`config.mk`:
```
export PLATFORM = sky130hd
export DESIGN_NAME = pipe_stage_fifo_flat
export DESIGN_NICKNAME = d
export VERILOG_FILES = /design/src/rtl/pipe_stage_fifo_pkg.sv /design/src/rtl/pipe_stage_fifo_if.sv /design/src/rtl/pipe_stage_fifo_ctrl.sv /design/src/rtl/pipe_stage_fifo.sv /design/src/flat_wrapper.sv
export SDC_FILE = /design/constraint.sdc
export NUM_CORES = 1
export LEC_CHECK = 0
export CAP_MARGIN = 40
export CORE_AREA = 2 2 77 94
export DETAILED_ROUTE_END_ITERATION = 8
export DIE_AREA = 0 0 79 96
export DONT_BUFFER_PORTS = 1
export HOLD_SLACK_MARGIN = 0.12
export SLEW_MARGIN = 20
export SYNTH_ARGS = -nofsm -noshare
export SYNTH_HDL_FRONTEND = slang
export SYNTH_HIERARCHICAL = 1
export SYNTH_SLANG_ARGS = --single-unit
```
`constraint.sdc`:
```
create_clock -name clk_in -period 4.45 [get_ports clk_in]
set_input_delay 1.1125 -clock clk_in [delete_from_list [all_inputs] [get_ports clk_in]]
set_output_delay 1.1125 -clock clk_in [all_outputs]
set_load 0.02 [all_outputs]
```
`src/rtl/pipe_stage_fifo_pkg.sv`:
```
// Shared types and helpers for the elastic pipeline stage FIFO.
package pipe_stage_fifo_pkg;

   // Occupancy update selected from the push/pop handshakes of a cycle.
   typedef enum logic [1:0] {
      CNT_HOLD,
      CNT_INC,
      CNT_DEC
   } cnt_op_e;

   // Circular pointer advance; wraps at depth without assuming a power of two.
   function automatic int unsigned psf_wrap_inc(input int unsigned ptr,
                                                input int unsigned depth);
      return (ptr + 1 >= depth) ? 0 : ptr + 1;
   endfunction

endpackage

```
`src/rtl/pipe_stage_fifo_if.sv`:
```
// Valid/rdy handshake bundle between two pipeline stages.
interface pipe_stage_fifo_if #(
   parameter int unsigned DATA_W = 32,
   parameter int unsigned TAG_W  = 4
);
   logic              in_valid;
   logic              in_rdy;
   logic [DATA_W-1:0] in_data;
   logic              out_valid;
   logic              out_rdy;
   logic [DATA_W-1:0] out_data;
   logic [TAG_W-1:0]  out_tag;

   // Environment side: producer feeding the stage and consumer draining it.
   modport master (
      output in_valid, in_data, out_rdy,
      input  in_rdy, out_valid, out_data, out_tag
   );

   // Stage side.
   modport slave (
      input  in_valid, in_data, out_rdy,
      output in_rdy, out_valid, out_data, out_tag
   );
endinterface

```
`src/rtl/pipe_stage_fifo_ctrl.sv`:
```
// Pointer, occupancy and tag bookkeeping for pipe_stage_fifo; storage lives in the parent.
module psf_ctrl
   import pipe_stage_fifo_pkg::*;
#(
   parameter int unsigned DEPTH = 2,
   parameter int unsigned TAG_W = 4,
   parameter int unsigned PTR_W = 1,
   parameter int unsigned CNT_W = 2
) (
   input  logic             clk_in,
   input  logic             reset_in,
   input  logic             cpu_halt,
   input  logic             pipe_flush,
   input  logic             in_valid,
   input  logic             out_rdy,
   output logic             in_rdy,
   output logic             out_valid,
   output logic             wr_en,
   output logic [PTR_W-1:0] wr_ptr,
   output logic [PTR_W-1:0] rd_ptr,
   output logic [TAG_W-1:0] tag_cnt,
   output logic [CNT_W-1:0] count
);
   logic    rd_en;
   cnt_op_e cnt_op;

   // Handshake qualification; a pop frees a slot so a full stage still accepts.
   always_comb begin
      out_valid = (count != '0);
      in_rdy    = !reset_in && !cpu_halt && !pipe_flush &&
                  ((count < CNT_W'(DEPTH)) || out_rdy);
      wr_en     = in_valid && in_rdy;
      rd_en     = out_valid && out_rdy;
   end

   // Occupancy change for this cycle; simultaneous push and pop cancel.
   always_comb begin
      cnt_op = CNT_HOLD;
      unique case ({wr_en, rd_en})
         2'b10:   cnt_op = CNT_INC;
         2'b01:   cnt_op = CNT_DEC;
         default: cnt_op = CNT_HOLD;
      endcase
   end

   // State update; flush empties the buffer but keeps tag_cnt so tags stay unique.
   always_ff @(posedge clk_in) begin
      if (reset_in) begin
         wr_ptr  <= '0;
         rd_ptr  <= '0;
         count   <= '0;
         tag_cnt <= '0;
      end else if (pipe_flush) begin
         wr_ptr <= '0;
         rd_ptr <= '0;
         count  <= '0;
      end else begin
         if (wr_en) begin
            wr_ptr  <= PTR_W'(psf_wrap_inc(32'(wr_ptr), DEPTH));
            tag_cnt <= tag_cnt + 1'b1;
         end
         if (rd_en) begin
            rd_ptr <= PTR_W'(psf_wrap_inc(32'(rd_ptr), DEPTH));
         end
         case (cnt_op)
            CNT_INC: count <= count + 1'b1;
            CNT_DEC: count <= count - 1'b1;
            default: ;
         endcase
      end
   end
endmodule

```
`src/rtl/pipe_stage_fifo.sv`:
```
// Elastic valid/rdy pipeline stage holding up to DEPTH tagged entries.
module pipe_stage_fifo
   import pipe_stage_fifo_pkg::*;
#(
   parameter int unsigned DATA_W = 32,
   parameter int unsigned DEPTH  = 2,
   parameter int unsigned TAG_W  = 4
) (
   input  logic                         clk_in,
   input  logic                         reset_in,
   input  logic                         cpu_halt,
   input  logic                         pipe_flush,
   pipe_stage_fifo_if.slave             bus,
   output logic [$clog2(DEPTH+1)-1:0]   count_out
);
   localparam int unsigned PTR_W = (DEPTH > 1) ? $clog2(DEPTH) : 1;
   localparam int unsigned CNT_W = $clog2(DEPTH + 1);

   typedef struct packed {
      logic [DATA_W-1:0] data;
      logic [TAG_W-1:0]  tag;
   } psf_entry_t;

   psf_entry_t       mem [DEPTH];
   psf_entry_t       head;
   logic             wr_en;
   logic [PTR_W-1:0] wr_ptr;
   logic [PTR_W-1:0] rd_ptr;
   logic [TAG_W-1:0] tag_cnt;
   logic [CNT_W-1:0] count;

   psf_ctrl #(
      .DEPTH (DEPTH),
      .TAG_W (TAG_W),
      .PTR_W (PTR_W),
      .CNT_W (CNT_W)
   ) u_ctrl (
      .clk_in     (clk_in),
      .reset_in   (reset_in),
      .cpu_halt   (cpu_halt),
      .pipe_flush (pipe_flush),
      .in_valid   (bus.in_valid),
      .out_rdy    (bus.out_rdy),
      .in_rdy     (bus.in_rdy),
      .out_valid  (bus.out_valid),
      .wr_en      (wr_en),
      .wr_ptr     (wr_ptr),
      .rd_ptr     (rd_ptr),
      .tag_cnt    (tag_cnt),
      .count      (count)
   );

   // Entry storage; contents need no reset since out_* are masked when empty.
   always_ff @(posedge clk_in) begin
      if (wr_en) begin
         mem[wr_ptr] <= '{data: bus.in_data, tag: tag_cnt};
      end
   end

   // Head presentation from registered state only; zeros when empty.
   always_comb begin
      head          = mem[rd_ptr];
      bus.out_data  = bus.out_valid ? head.data : '0;
      bus.out_tag   = bus.out_valid ? head.tag  : '0;
      count_out     = count;
   end
endmodule

```
`src/flat_wrapper.sv`:
```
// flat-port wrapper written by rule: the top's interface ports become plain ports
module pipe_stage_fifo_flat import pipe_stage_fifo_pkg::*;
#(
   parameter int unsigned DATA_W = 32,
   parameter int unsigned DEPTH  = 2,
   parameter int unsigned TAG_W  = 4
)
  (clk_in, reset_in, cpu_halt, pipe_flush, count_out, bus_in_valid, bus_in_data, bus_out_rdy, bus_in_rdy, bus_out_valid, bus_out_data, bus_out_tag);
  pipe_stage_fifo_if #(.DATA_W(DATA_W), .TAG_W(TAG_W)) bus_i ();
  input  logic clk_in;
  input  logic reset_in;
  input  logic cpu_halt;
  input  logic pipe_flush;
  output logic [$clog2(DEPTH+1)-1:0] count_out;
  input wire logic [$bits(bus_i.in_valid)-1:0] bus_in_valid;
  input wire logic [$bits(bus_i.in_data)-1:0] bus_in_data;
  input wire logic [$bits(bus_i.out_rdy)-1:0] bus_out_rdy;
  output wire logic [$bits(bus_i.in_rdy)-1:0] bus_in_rdy;
  output wire logic [$bits(bus_i.out_valid)-1:0] bus_out_valid;
  output wire logic [$bits(bus_i.out_data)-1:0] bus_out_data;
  output wire logic [$bits(bus_i.out_tag)-1:0] bus_out_tag;
  assign bus_i.in_valid = bus_in_valid;
  assign bus_i.in_data = bus_in_data;
  assign bus_i.out_rdy = bus_out_rdy;
  assign bus_in_rdy = bus_i.in_rdy;
  assign bus_out_valid = bus_i.out_valid;
  assign bus_out_data = bus_i.out_data;
  assign bus_out_tag = bus_i.out_tag;
  pipe_stage_fifo #(.DATA_W(DATA_W), .DEPTH(DEPTH), .TAG_W(TAG_W)) u_core (.clk_in(clk_in), .reset_in(reset_in), .cpu_halt(cpu_halt), .pipe_flush(pipe_flush), .bus(bus_i), .count_out(count_out));
endmodule
```
# After elaboration in Yosys (flattened, before gate mapping)

Memories as Yosys holds them, arrays and structs flattened. A register that Yosys moved wholly into a read port is not among the register bits.
Cells that the tools add are included.

Latch bits: 0
Word-level logic and storage cells: 41
Input bits: 38
Memories kept: 1
Output and inout bits: 40
RAM bits: 72
Memory bits (read-only): 0
Register bits: 8

$mul: 0
Multiplexer cells: 10
Eq/ne operators: 4
Reductions and logical operators: 13
Div/mod/pow operators: 0
Bitwise logic cells: 1
Shifts and indexed selects: 0
Add/sub/neg operators: 5
$lt $le $gt $ge: 3

Memories:

| memory     | depth | bits a word | rd ports | clocked after Yosys merged registers in | wr ports | RTL line              | RTL |
|---|---|---|---|---|---|---|---|
| u_core.mem | 2     | 36          | 1        | 1                                       | 1        | pipe_stage_fifo.sv:24 | `psf_entry_t mem [DEPTH];` |

Operators with widths:

| operator                                         | number |
|---|---|
| two-way mux 32 bit                               | 1 |
| one-hot mux 2 bit (2 select lines)               | 2 |
| two-way mux 1 bit                                | 6 |
| logical AND 1 bit                                | 5 |
| adder 1 x 1 -> 2 bit, second input constant      | 2 |
| adder 4 x 1 -> 4 bit, second input constant      | 1 |
| == test 2 x 1 -> 1 bit, second input constant    | 2 |
| == test 2 bit, second input constant             | 2 |
| >= comparator 2 bit, second input constant       | 2 |
| two-way mux 4 bit                                | 1 |
| nonzero test 2 bit                               | 2 |
| logical NOT 1 bit                                | 3 |
| adder 2 x 1 -> 2 bit, second input constant      | 1 |
| < comparator 2 bit, second input constant        | 1 |
| AND reduction 2 bit                              | 1 |
| OR reduction 2 bit                               | 1 |
| subtractor 2 x 1 -> 2 bit, second input constant | 1 |
| logical OR 1 bit                                 | 1 |
| NOT 1 bit                                        | 1 |

# Logic depth before layout (Yosys ltp)

Depth after elaboration: 9
Depth in mapped cells: 8
Depth with buffers taken out: 7

# By module

The synthesis kept the hierarchy.

By module, submodules not included:

| module          | area an instance (µm²) | instances | cells an instance | sequential area each (µm²) |
|---|---|---|---|---|
| pipe_stage_fifo | 2842.7                 | 1         | 153               | 2162.1 |
| psf_ctrl        | 415.4                  | 1         | 45                | 160.2 |

# Least setup slack after synthesis

No wires, ideal clock.

Kind: input to register
From: in pipe_flush
To: mem u_core/mem[0][0] (netlist bit), enable pin
Setup time: 0.433 ns
Slack: 0.529 ns
Data arrival time: 3.488 ns
Required time: 4.017 ns
Buffers on the path: 1
Stages: 4
Cell sequence: or3b_1 -> buf_2 -> nor3_1 -> nor2b_1

Word-level cells in the longest chain between the ends: 6

RTL lines:

| what                                    | RTL line                   | RTL |
|---|---|---|
| from (decl)                             | flat_wrapper.sv:13         | `input logic pipe_flush;` |
| logical NOT 1 bit                       | pipe_stage_fifo_ctrl.sv:30 | `in_rdy = !reset_in && !cpu_halt && !pipe_flush &&` |
| logical AND 1 bit (2 in series)         | pipe_stage_fifo_ctrl.sv:30 |  |
| logical AND 1 bit                       | pipe_stage_fifo_ctrl.sv:32 | `wr_en = in_valid && in_rdy;` |
| named net u_core.wr_en                  | pipe_stage_fifo.sv:26      | `logic wr_en;` |
| two-way mux 1 bit                       | pipe_stage_fifo.sv:55      | `if (wr_en) begin` |
| two-way mux 1 bit (implied by the code) | pipe_stage_fifo.sv:56      | `mem[wr_ptr] <= '{data: bus.in_data, tag: tag_cnt};` |
| to (decl)                               | pipe_stage_fifo.sv:24      |  |

The timed path passes the listed nets, and every way through them passes these cells.

# Worst setup path after layout

From: reg u_core.u_ctrl.count[0]
To: out bus_out_tag[2]

Word-level cells in the longest chain between the ends: 2

RTL lines:

| what                    | RTL line                   | RTL |
|---|---|---|
| from (decl)             | pipe_stage_fifo_ctrl.sv:22 | `output logic [CNT_W-1:0] count` |
| from (signal assigned)  | pipe_stage_fifo_ctrl.sv:66 | `CNT_INC: count <= count + 1'b1;` |
| from (signal assigned)  | pipe_stage_fifo_ctrl.sv:67 | `CNT_DEC: count <= count - 1'b1;` |
| nonzero test 2 bit      | pipe_stage_fifo_ctrl.sv:29 | `out_valid = (count != '0);` |
| named net bus_out_valid | flat_wrapper.sv:19         | `output wire logic [$bits(bus_i.out_valid)-1:0] bus_out_valid;` |
| two-way mux 4 bit       | pipe_stage_fifo.sv:64      | `bus.out_tag = bus.out_valid ? head.tag : '0;` |
| to (decl)               | flat_wrapper.sv:21         | `output wire logic [$bits(bus_i.out_tag)-1:0] bus_out_tag;` |

The timed path passes the listed nets, and every way through them passes these cells.

==> flow_metrics.py <==
metrics = {
    "synthesis": {
        "synth_cell_types": 28,
        "avgSynthCellArea_um2": 16.5,
        "synth.cell_area_um2": 3260,
        "yosysSeqAreaShare_pct": 71.3,
        "synth_commonest_cells": "72 x edfxtp_1, 38 x mux2i_1, 38 x nor2b_1",
        "synth_edf_count": 72,
        "synthArstFlopShare_pct": 0,
        "yosysWarnings": 6,
        "ys.flop_type": "edfxtp_1",
        "synth-seq-cells": 80,
        "synth_top_area_cell": "edfxtp_1",
        "syn_inst": 198,
        "syn_nets": 238,
        "yosysMostFrequentCell": "edfxtp_1",
        "yosys-top-cells-area": "edfxtp_1 66%, mux2i_1 12%, nor2b_1 7.3%, dfxtp_1 4.9%, buf_12 1.8%",
        "synth_top_area_share_pct": 66.4,
    },
    "critical_path": {
        "cpPeakStageDelay_ns": 0.58,
        "cp_cell_sequence": "or2_2 -> nor2b_1",
        "path_class": "flip-flop to primary output",
        "slowest_stage": "or2_2",
        "critPathMaxFanout": 37,
        "cp.buffers_inverters": 0,
        "worstSetupEndpointType": "primary output",
        "worst_ep_required_time_ns": 3.34,
        "path_delay_family": "simple AND/OR/NAND/NOR gates",
        "start_kind": "flip-flop",
        "cp_data_arrival_time_ns": 1.95,
    },
    "grt": {
        "grt_pass1_wl_mm": 7.71,
        "grt_pass1_vias": 1501,
        "grt-ovfl-total": 0,
        "grt_use_met2_pct": 24.9,
        "track_usage_pct": 14.2,
        "grt_max_degree": 38,
        "grtUsageMet1_pct": 14.3,
        "grt.met3_usage_pct": 5.44,
        "antenna_found_initial": 0,
        "grt-busiest-layer": "met2",
    },
    "drt": {
        "drtIter0Drc": 47,
        "route.detailed.drc": 0,
        "routed_via_density": 5.19,
        "ant_nets": 0,
        "drt_first_pass_iters": 4,
        "routed-via-count": 1527,
        "routedWlPerCell_um": 17.5,
        "wl_mm": 5.14,
    },
    "clock_network": {
        "path_clk_slew_ns": 0.07,
        "clock_path_buffers": 2,
        "clkSinkCount": 80,
        "postCtsSetupRepairBufs": 0,
        "cts_tree": "built",
        "cts_resized": 0,
        "clockRootBuffer": "clkbuf_8",
        "hold_buffers": 0,
        "htreeDepth": 3,
        "clock_latency_ns": 0.34,
        "cts_buffers": 9,
    },
    "place": {
        "port_buffers": 0,
        "placed_cells": 277,
        "dp_hpwl_mm": 3.48,
        "dp_slack_ns": 1.33,
        "routabilityCongestion": 0.703,
    },
    "timing": {
        "finalHoldViolCount": 0,
        "skew_ns": 0.00534,
        "setup_ws_ns": 1.39,
        "final-setup-viol-count": 0,
        "finalCriticalPeriod_ns": 3.06,
        "rsz0062_at_grt": "false",
        "drv_slew": 0,
        "worstMarginPinSlew_ns": 0.633,
        "worst_hold_slack_ns": 0.506,
        "maxSlewHeadroom_pct": 57.5,
        "setup_tns_ns": 0,
        "fin_crit_sh_pct": 68.8,
        "max_freq_mhz": 327,
    },
    "final_layout": {
        "fin_nets": 242,
        "antenna_cells": 0,
        "syn_to_final_growth_pct": 11.4,
        "fin_cells": 294,
        "final_layout_size_suffix_gt1_share_pct": 10.6,
    },
    "power_and_ir_drop": {
        "power_mw": 1.58,
        "p_leak_nw": 1.10,
        "powerDensity_nw_per_um2": 434,
        "irDropWorstVdd_uv": 228,
    },
    "floorplanning": {
        "dieArea_um2": 7580,
        "rows": 33,
        "start_util_pct": 48.7,
        "core_area_um2": 6690,
        "pin_count": 78,
        "die_h_um": 96,
        "dieWidth_um": 79,
    },
    "job": {
        "maxCapViolCount": 0,
    },
    "worst_hold_path": {
        "min_path_type": "flip-flop to flip-flop",
    },
    "status": {
        "outcome": "finished clean",
    },
}
[metal layers]
metal / part of all wire (%) / up-vias
li1: - / 746
met1: 37 / 726
met2: 55 / 43
met3: 5.6 / 12
met4: 2.7 / 0
met5: 0 / -
[cell type report]
| class | instances | area, um^2 |
|---|---|---|
| fillers | 567 | 3060 |
| inverters | 1 | 3.75 |
| multi-input cells | 107 | 846 |
| clock inverters | 7 | 158 |
| repair buffers | 3 | 67.6 |
| clock buffers | 9 | 124 |
| flip-flops and latches | 80 | 2320 |
| well taps | 87 | 109 |
[worst paths after layout]
path,from,end,slack (ns),depth (start not counted)
setup / recovery,u_core/u_ctrl/count[0],bus_out_tag[2],1.39,2
hold / removal,u_core/u_ctrl/tag_cnt[3],u_core/mem[0][3],0.51,0
setup reg to reg,u_core/u_ctrl/count[1],u_core/u_ctrl/count[1],2.29,6
hold reg to reg,u_core/u_ctrl/tag_cnt[3],u_core/mem[0][3],0.51,0
[power breakdown]
part / switching [mW] / total, mW / internal [mW] / leakage [nW]
Clock: 0.241 / 0.724 / 0.482 / 0.139
Combinational: 0.0165 / 0.0259 / 0.00943 / 0.242
Sequential: 0.00301 / 0.827 / 0.824 / 0.724
[cell families (layout without fill, tap and decap cells)]
kind of cell / after synthesis / count (layout) / share of synthesized area, %
compound gates: 9 / 9 / 1.69
flops: 80 / 80 / 71.3
mux: 38 / 38 / 11.7
fa+ha+maj: 2 / 2 / 0.768
simple gates: 55 / 55 / 10.8
xor+xnor: 3 / 3 / 0.807
buf+inv: 11 / 20 / 3.03
[flip-flops by register name, indices dropped and copies added, names as in the netlist]
| signal | count |
|---|---|
| u_core/mem | 72 |
| u_core/u_ctrl/tag_cnt | 4 |
| u_core/u_ctrl/count | 2 |
| u_core/u_ctrl/rd_ptr | 1 |
| u_core/u_ctrl/wr_ptr | 1 |
[layout by cell type, fill, tap and decap left out, types with 3 or more instances in the layout]
| cell type | count |
|---|---|
| edfxtp_1 | 72 |
| o31ai_1 | 3 |
| nor2b_1 | 37 |
| a21oi_1 | 4 |
| mux2i_1 | 38 |
| bufinv_16 | 5 |
| clkbuf_8 | 9 |
| dfxtp_1 | 7 |
[through the flow]
stage | util, % | area, um^2
after CTS | 54.0 | 3610
after global placement | 49.1 | 3280
after detailed placement | 49.8 | 3330
after floorplan | - | 3260
after global routing | 54.3 | 3630
final | 54.3 | 3630
(Power assumes the default switching activity.)
